===== src/rtl/seg_display_scan_if.sv =====
// Digit/status inputs and segment drive outputs of the 4-digit scan display.
// master = digit source / board side, slave = the scan stage.
interface seg_display_scan_if;
  logic [15:0] digits;
  logic        adjust;
  logic        select;
  logic [3:0]  segment_num;
  logic [6:0]  segment_values;

  modport master (
    output digits,
    output adjust,
    output select,
    input  segment_num,
    input  segment_values
  );

  modport slave (
    input  digits,
    input  adjust,
    input  select,
    output segment_num,
    output segment_values
  );
endinterface


===== src/rtl/seg_display_scan.sv =====
// Multiplexed MM:SS common-anode display driver with adjust-pair blinking.
// Optional SEG_LEADING_ZERO_BLANK_EN blanks a zero minutes-tens digit.
module seg_display_scan #(
  parameter int SCAN_DIV  = 100000,
  parameter int BLINK_DIV = 25000000
) (
  input  logic              clock_100mhz,
  input  logic              reset_n,
  seg_display_scan_if.slave bus
);

  localparam int SW = $clog2(SCAN_DIV);
  localparam int BW = $clog2(BLINK_DIV);

  localparam logic [SW-1:0] SCAN_LAST  = SW'(SCAN_DIV - 1);
  localparam logic [BW-1:0] BLINK_LAST = BW'(BLINK_DIV - 1);
  localparam logic [6:0]    BLANK      = 7'h7F;

  logic [SW-1:0] scan_q, scan_d;
  logic [BW-1:0] blink_q, blink_d;
  logic [1:0]    idx_q, idx_d;
  logic          phase_q, phase_d;
  logic [3:0]    num_q, num_d;
  logic [6:0]    val_q, val_d;

  logic [3:0]    nib;
  logic          in_pair;
  logic          blank;
  logic          lz;

  function automatic logic [6:0] decode(input logic [3:0] d);
    logic [6:0] s;
    case (d)
      4'd0:    s = 7'h40;
      4'd1:    s = 7'h79;
      4'd2:    s = 7'h24;
      4'd3:    s = 7'h30;
      4'd4:    s = 7'h19;
      4'd5:    s = 7'h12;
      4'd6:    s = 7'h02;
      4'd7:    s = 7'h78;
      4'd8:    s = 7'h00;
      4'd9:    s = 7'h10;
      default: s = BLANK;
    endcase
    return s;
  endfunction

  always_comb begin
    scan_d  = scan_q + SW'(1);
    idx_d   = idx_q;
    if (scan_q == SCAN_LAST) begin
      scan_d = '0;
      idx_d  = idx_q + 2'd1;
    end

    blink_d = blink_q + BW'(1);
    phase_d = phase_q;
    if (blink_q == BLINK_LAST) begin
      blink_d = '0;
      phase_d = ~phase_q;
    end

    case (idx_q)
      2'd0:    nib = bus.digits[3:0];
      2'd1:    nib = bus.digits[7:4];
      2'd2:    nib = bus.digits[11:8];
      default: nib = bus.digits[15:12];
    endcase

    // select=1 -> seconds pair (idx 0,1); select=0 -> minutes pair (idx 2,3)
    in_pair = bus.select ? ~idx_q[1] : idx_q[1];
    blank   = bus.adjust & phase_q & in_pair;

`ifdef SEG_LEADING_ZERO_BLANK_EN
    lz = (idx_q == 2'd3) && (bus.digits[15:12] == 4'd0);
`else
    lz = 1'b0;
`endif

    num_d = ~(4'b0001 << idx_q);
    val_d = (blank | lz) ? BLANK : decode(nib);
  end

  always_ff @(posedge clock_100mhz or negedge reset_n) begin
    if (!reset_n) begin
      scan_q  <= '0;
      blink_q <= '0;
      idx_q   <= 2'd0;
      phase_q <= 1'b0;
      num_q   <= 4'b1111;
      val_q   <= BLANK;
    end else begin
      scan_q  <= scan_d;
      blink_q <= blink_d;
      idx_q   <= idx_d;
      phase_q <= phase_d;
      num_q   <= num_d;
      val_q   <= val_d;
    end
  end

  assign bus.segment_num    = num_q;
  assign bus.segment_values = val_q;

endmodule


===== src/flat_wrapper.sv =====
// flat-port wrapper written by rule: the top's interface ports become plain ports
module seg_display_scan_flat 
#(
  parameter int SCAN_DIV  = 100000,
  parameter int BLINK_DIV = 25000000
)
  (clock_100mhz, reset_n, bus_digits, bus_adjust, bus_select, bus_segment_num, bus_segment_values);
  seg_display_scan_if bus_i ();
  input  logic clock_100mhz;
  input  logic reset_n;
  input wire logic [$bits(bus_i.digits)-1:0] bus_digits;
  input wire logic [$bits(bus_i.adjust)-1:0] bus_adjust;
  input wire logic [$bits(bus_i.select)-1:0] bus_select;
  output wire logic [$bits(bus_i.segment_num)-1:0] bus_segment_num;
  output wire logic [$bits(bus_i.segment_values)-1:0] bus_segment_values;
  assign bus_i.digits = bus_digits;
  assign bus_i.adjust = bus_adjust;
  assign bus_i.select = bus_select;
  assign bus_segment_num = bus_i.segment_num;
  assign bus_segment_values = bus_i.segment_values;
  seg_display_scan #(.SCAN_DIV(SCAN_DIV), .BLINK_DIV(BLINK_DIV)) u_core (.clock_100mhz(clock_100mhz), .reset_n(reset_n), .bus(bus_i));
endmodule

===== config.mk =====
export PLATFORM = sky130hd
export DESIGN_NAME = seg_display_scan_flat
export DESIGN_NICKNAME = d
export VERILOG_FILES = /design/src/rtl/seg_display_scan_if.sv /design/src/rtl/seg_display_scan.sv /design/src/flat_wrapper.sv
export SDC_FILE = /design/constraint.sdc
export NUM_CORES = 1
export LEC_CHECK = 0
export CORE_MARGIN = 4
export CORE_UTILIZATION = 55
export DETAILED_ROUTE_END_ITERATION = 10
export PLACE_DENSITY = 0.89
export SYNTH_ARGS = -nofsm -noshare
export SYNTH_HDL_FRONTEND = slang
export SYNTH_SLANG_ARGS = --single-unit

===== constraint.sdc =====
create_clock -name clock_100mhz -period 2.57 [get_ports clock_100mhz]
set_input_delay 0.257 -clock clock_100mhz [delete_from_list [all_inputs] [get_ports clock_100mhz]]
set_output_delay 0.257 -clock clock_100mhz [all_outputs]
set_load 0.01 [all_outputs]

==> results of run 1 <==
==> worst max-delay path, cell delays in order (launching register included) <==
cell,delay [ns]
dfrtp_1,0.41
inv_1,0.10
ha_1,0.28
a222oi_1,0.45
mux2i_2,0.25
or4b_4,0.57
nand3_1,0.08
==> flip-flops by register name (all words and copies together) (netlist names) <==
signal	flops
u_core.bus.segment_values	7
u_core.bus.segment_num	4
u_core.phase_q	1
u_core.scan_q	17
u_core.idx_q	2
u_core.blink_q	25
==> cells by family after synthesis <==
family	count (synthesis)	share of synthesized area (%)
AND/OR/NAND/NOR	102	21.3
flip-flops	56	50.6
AO/OA/AOI/OAI	39	8.46
XOR/XNOR	30	9.40
buffers and inverters	20	2.82
adder cells (fa/ha/maj)	10	4.48
multiplexers	7	2.87
==> area by class of cell <==
type / count / area share, %
Clock inverter: 3 / 0.686
Clock buffer: 5 / 2.10
Timing Repair Buffer: 35 / 10.2
Tap cell: 67 / 2.55
Sequential cell: 56 / 43.1
Multi-Input combinational cell: 188 / 39.6
Inverter: 15 / 1.72
==> synthesized netlist by cell type, types with 3 or more instances <==
master,n
dfrtp_1,45
and2_1,6
o31ai_1,4
nor3_1,4
nand2_1,15
and3_1,4
a21oi_1,13
nand3_1,16
buf_2,3
ha_1,10
or4_1,4
a222oi_1,4
nor4b_1,3
dfstp_2,11
o21ai_1,5
o21ai_0,9
nand4_1,11
or3_1,4
mux2i_1,3
and4_1,9
nor2_1,16
xnor2_1,19
inv_1,14
xor2_1,11
==> cell usage in the layout, fill, tap and decap left out, types with 3 or more instances in the layout <==
cell type / instances
clkdlybuf4s50_1: 29
ha_1: 10
nor3_1: 4
or4_1: 4
a21oi_1: 13
nand4_1: 11
o21ai_0: 9
a222oi_1: 4
nand2_1: 15
and2_1: 6
o31ai_1: 4
nor4b_1: 3
and3_1: 4
xnor2_1: 19
dfrtp_1: 45
nand3_1: 16
buf_4: 4
inv_1: 14
and4_1: 9
or3_1: 4
xor2_1: 11
nor2_1: 16
o21ai_1: 5
dfstp_2: 11
mux2i_1: 3
clkbuf_8: 5
==> power by group through the flow <==
stage | logic (mW) | registers, mW | clock network, mW
3_5_place_dp | 0.110 | 0.918 | 0
4_1_cts | 0.111 | 0.901 | 0.497
3_3_place_gp | 0.107 | 0.918 | 0
6_report | 0.110 | 0.900 | 0.479
2_1_floorplan | 0.0300 | 0.922 | 0
5_1_grt | 0.122 | 0.901 | 0.532
==> final timing paths <==
kind	cells after the start	endpoint	startpoint	slack, ns
max in group asynchronous	4	u_core.bus.segment_num[2]	reset_n	1.20
min in group clock_100mhz	1	u_core.blink_q[0]	u_core.blink_q[0]	0.47
worst min-delay path	2	u_core.blink_q[4]	reset_n	0.39
worst max register to register	6	u_core.bus.segment_values[3]	u_core.idx_q[0]	0.38
worst max-delay path	6	u_core.bus.segment_values[3]	u_core.idx_q[0]	0.38
worst min register to register	1	u_core.blink_q[0]	u_core.blink_q[0]	0.47
==> metal layers <==
layer / track usage [%] / vias to the layer above
met4: 5.84 / 0
li1: - / 1023
met1: 21.7 / 1025
met5: 0 / -
met3: 4.08 / 11
met2: 33.6 / 24
==> per-stage QoR <==
step	setup WS [ns]	total power, mW	utilization, %	cell area (µm²)
after floorplan	0.604	0.952	-	2790
after global placement	0.506	1.02	66.0	3180
after detailed placement	0.404	1.03	66.0	3180
after CTS	0.378	1.51	68.1	3280
after global routing	0.181	1.56	68.1	3280
final	0.381	1.49	68.1	3280
==> metrics.csv, run 1 <==
stage;metric;value;unit
power;clock_power_share;32.2;%
logic_synthesis;ys_ff_latch;56;
worst_setup_path;crit_type;flip-flop to flip-flop;
power;p_comb_share;7.4;%
clock_tree;postCtsSetupRepairBufs;0;
worst_setup_path;path_max_fanout;10;
logic_synthesis;synth-async-reset-ratio;100;%
die;start_util;58.0;%
placement;dp_cells;360;
logic_synthesis;syn_inst;264;
die;coreArea;4820;µm²
final_layout;area_delta_synth_final;17.5;%
clock_tree;htree_levels;2;
final_layout;fillers;365;
logic_synthesis;syn-num-nets;294;
drt;vias;2083;
worst_setup_path;crit_arrival;2.44;ns
outcome;status;complete, no violations;
final_layout;multiInputGateArea;1300;µm²
power;p_seq_share;60.5;%
final_layout;seq_area;1420;µm²
logic_synthesis;yosys_warnings;0;
clock_tree;cts-root-buf;clkbuf_8;
sta;hold_viol;0;
logic_synthesis;avgSynthCellArea;10.6;µm²
logic_synthesis;synth_seq_area_share;50.6;%
sta;hold_ws;0.390;ns
power;p_int;1.15;mW
clock_tree;cts_tree;yes;
power;switching_power;0.338;mW
die;die_w;79.3;µm
clock_tree;clk_pin_slew;0.10;ns
drt;drc;0;
sta;fin_crit;2.19;ns
clock_tree;clockBufferDepth;2;
drt;wl_met1;2.26;mm
logic_synthesis;synth_area_leader_cell;dfrtp_1;
worst_setup_path;critical_path.startpoint_type;flip-flop;
final_layout;final_nets;331;
clock_tree;clkSinkCount;56;
logic_synthesis;yosysTopAreaCellShare;40.3;%
sta;rsz0062_at_grt;no;
logic_synthesis;synth-main-ff-cell;dfrtp_1;
global_route;grt_pass1_wl;9.34;mm
drt;drtAntennaViolNets;0;
logic_synthesis;ys_types;38;
drt;viasPerCell;5.64;
drt;dr.pass1.iters;4;
sta;setup_violations;0;
power;switching_share;22.7;%
power;powerDensity;454;nW/µm²
clock_tree;postCtsHoldBufs;1;
drt;met3_length;112;µm
final_layout;insertedDiodeCount;0;
power;vdd_drop_max;0.337;mV
drt;routed_wl;5.24;mm
sta;relSlewSlack;45.9;%
placement;portBuffers;30;
die;rows;25;
clock_tree;insertion_delay;0.31;ns
sta;skew;0.00455;ns
worst_setup_path;critPathCaptureType;flip-flop;
drt;routedWlPerCell;14.2;µm
logic_synthesis;syn_area;2790;µm²
logic_synthesis;synthTopCellsByArea;dfrtp_1 40%, dfstp_2 10%, xnor2_1 6.0%;
sta;slew_violations;0;
die;num_io_pins;31;
power;p_leak;1.39;nW
die;die_area;6280;µm²
drt;topRoutingLayerUsed;met4;
logic_synthesis;synth-edff-count;0;
drt;first_iter_violations;62;
clock_tree;cts_buffers;5;
sta;max_freq;457;MHz
flow_run;cap_violations;0;
final_layout;drive_above_1_share;9.93;%
die;die_y;79.3;µm
sta;tns;0;ns
sta;fin_crit_sh;85.2;%
global_route;grt_usage;18.5;%
placement;hpwl;3.98;mm
sta;worstMarginPinSlew;0.789;ns
global_route;first_global_vias;2143;
worst_hold_path;hp-class;primary input to async pin;
final_layout;fin_cells;369;
drt;wl_met2;2.78;mm
global_route;grt_max_degree;34;
global_route;grt-ovfl-total;0;
placement;gp_congestion;0.847;
worst_setup_path;critical_path_required;2.82;ns
global_route;antenna_found_initial;0;
clock_tree;ctsResizeCount;0;
Note: power is estimated with default switching activity, not from simulation.
==> inputs of run 2 (changes only) <==
- CTS_CLUSTER_DIAMETER: not set -> 40
- GPL_TIMING_DRIVEN: not set -> 0
==> metrics.csv, run 2 (synthesis results as in run 1) <==
stage;metric;value;unit;change
drt;routed_wl;5.96;mm;+14%
clock_tree;postCtsSetupRepairBufs;0;;unchanged
die;start_util;58.0;%;unchanged
sta;skew;0.0112;ns;+0.00668 ns
flow_run;cap_violations;0;;unchanged
sta;rsz0062_at_grt;no;;
sta;worst_slack;0.269;ns;-0.113 ns
sta;relSlewSlack;62.2;%;+16 points
global_route;grt_pass1_wl;10.1;mm;+8.7%
worst_setup_path;r2r-start;u_core.idx_q[1];;
drt;routedWlPerCell;16.1;µm;+13%
die;die_w;79.3;µm;unchanged
sta;slew_violations;0;;unchanged
sta;hold_viol;0;;unchanged
global_route;first_global_vias;2274;;+6.1%
global_route;grt_max_degree;40;;+18%
worst_setup_path;critical_path_required;2.83;ns;about the same
worst_setup_path;slowest_stage;or4b_4;;
sta;worstMarginPinSlew;0.555;ns;-0.233 ns
global_route;antenna_found_initial;0;;unchanged
global_route;grt_usage;20.6;%;+2.1 points
die;num_io_pins;31;;unchanged
clock_tree;htree_levels;2;;unchanged
clock_tree;postCtsHoldBufs;1;;unchanged
power;vdd_drop_max;0.372;mV;+11%
drt;drc;0;;unchanged
sta;fin_crit_sh;89.5;%;+4.4 points
worst_setup_path;path_max_fanout;10;;unchanged
power;p_leak;1.41;nW;+1.3%
die;rows;25;;unchanged
clock_tree;clkSinkCount;56;;unchanged
global_route;grt-ovfl-total;0;;unchanged
drt;drtAntennaViolNets;0;;unchanged
placement;hpwl;4.17;mm;+4.7%
outcome;status;complete, no violations;;
drt;vias;2158;;+3.6%
worst_setup_path;path_cells;inv_1 > ha_1 > a222oi_1 > mux2i_2 > or4b_4 > nand3_1;;
sta;fin_crit;2.30;ns;+0.113 ns
die;coreArea;4820;µm²;unchanged
drt;first_iter_violations;106;;+71%
worst_setup_path;crit_type;flip-flop to flip-flop;;
final_layout;drive_above_1_share;9.87;%;-0.065 points
power;powerDensity;490;nW/µm²;+7.9%
final_layout;final_nets;333;;+0.60%
drt;dr.pass1.iters;4;;unchanged
final_layout;layout_common_cells;45 x dfrtp_1, 29 x clkdlybuf4s50_1, 19 x xnor2_1;;
final_layout;largest-register;u_core.blink_q;;
sta;max_freq;435;MHz;-4.9%
worst_setup_path;crit_start;u_core.idx_q[1];;
final_layout;fin_cells;371;;+0.54%
clock_tree;cts_tree;yes;;
drt;viasPerCell;5.82;;+3.0%
die;die_area;6280;µm²;unchanged
clock_tree;clockBufferDepth;2;;unchanged
placement;dp_cells;362;;+0.56%
final_layout;utilization;69.0;%;+0.88 points
clock_tree;clk_pin_slew;0.10;ns;about the same
worst_setup_path;critPathCaptureType;flip-flop;;
placement;gp_congestion;0.819;;-3.3%
worst_setup_path;crit_arrival;2.57;ns;+0.13 ns
placement;portBuffers;30;;unchanged
sta;hold_ws;0.398;ns;+0.00808 ns
worst_setup_path;critical_path.startpoint_type;flip-flop;;
worst_hold_path;hp-class;primary input to async pin;;
worst_setup_path;slowest_delay;0.57;ns;about the same
final_layout;layout_commonest_cell;dfrtp_1;;
final_layout;insertedDiodeCount;0;;unchanged
clock_tree;cts_buffers;5;;unchanged
power;power.total;1.63;mW;+9.3%
clock_tree;insertion_delay;0.32;ns;about the same
clock_tree;ctsResizeCount;0;;unchanged
final_layout;area_delta_synth_final;19.0;%;
die;die_y;79.3;µm;unchanged
clock_tree;cts-root-buf;clkbuf_8;;
sta;setup_violations;0;;unchanged
placement;place_ws;0.318;ns;-0.0860 ns
final_layout;largest_register_ffs;25;;unchanged
[run 2: changes by cell type in the layout (fill, tap and decap cells not counted)]
| cell | change |
|---|---|
| bufinv_16 | +1 |
| clkbuf_1 | +2 |
| buf_2 | +3 |
| inv_6 | -1 |
| clkbuf_8 | +1 |
| buf_4 | -4 |
| buf_12 | +1 |
| clkinv_2 | -1 |
[run 2: final timing paths]
check	slack, ns	cells past startpoint	endpoint
min	0.40	2	u_core.blink_q[16]
max in group asynchronous	1.56	3	u_core.bus.segment_num[2]
max reg2reg	0.27	6	u_core.bus.segment_values[3]
max	0.27	6	u_core.bus.segment_values[3]
min in group clock_100mhz	0.47	1	u_core.blink_q[0]
min reg2reg	0.47	1	u_core.blink_q[0]
[run 2: critical path: cells and delay by family (launching register included)]
kind | cells | cell delay, ns
AO/OA/AOI/OAI | 1 | 0.50
adder cells (fa/ha/maj) | 1 | 0.25
buffers and inverters | 1 | 0.10
flip-flops | 1 | 0.48
multiplexers | 1 | 0.26
AND/OR/NAND/NOR | 2 | 0.65
[run 2: stage by stage]
stage	area, µm²	TNS, ns
after global placement	3180	-15.91
after CTS	3320	0
after floorplan	2790	0
after global routing	3320	0
after detailed placement	3190	0
final	3320	0
[run 2: area by class of cell]
type	count	area, µm²
plain buffers	5	22.5
flip-flops and latches	56	1420
repair buffers	32	325
clock buffers	6	82.6
inverters	15	56.3
well taps	67	83.8
fillers	371	1490
clock inverters	2	38.8
multi-input cells	188	1300
[run 2: where the power goes]
group	switching, mW	internal [mW]
clock network	0.296	0.319
registers	0.00275	0.897
logic	0.0527	0.0596
total	0.352	1.28
[run 2: layer usage]
metal	GRT usage [%]	part of all wire, %	wire length (µm)
met4	10.3	3.1	187
met2	37.5	53	3180
met3	4.08	2.4	143
met1	22.6	41	2440
met5	0	0	0
==> inputs of run 3 (changes only) <==
- GPL_ROUTABILITY_DRIVEN: not set -> 1
- HOLD_SLACK_MARGIN: not set -> 0.06
==> results of run 3 <==
The final DEF is identical to that of run 2; final timing and power are the same.
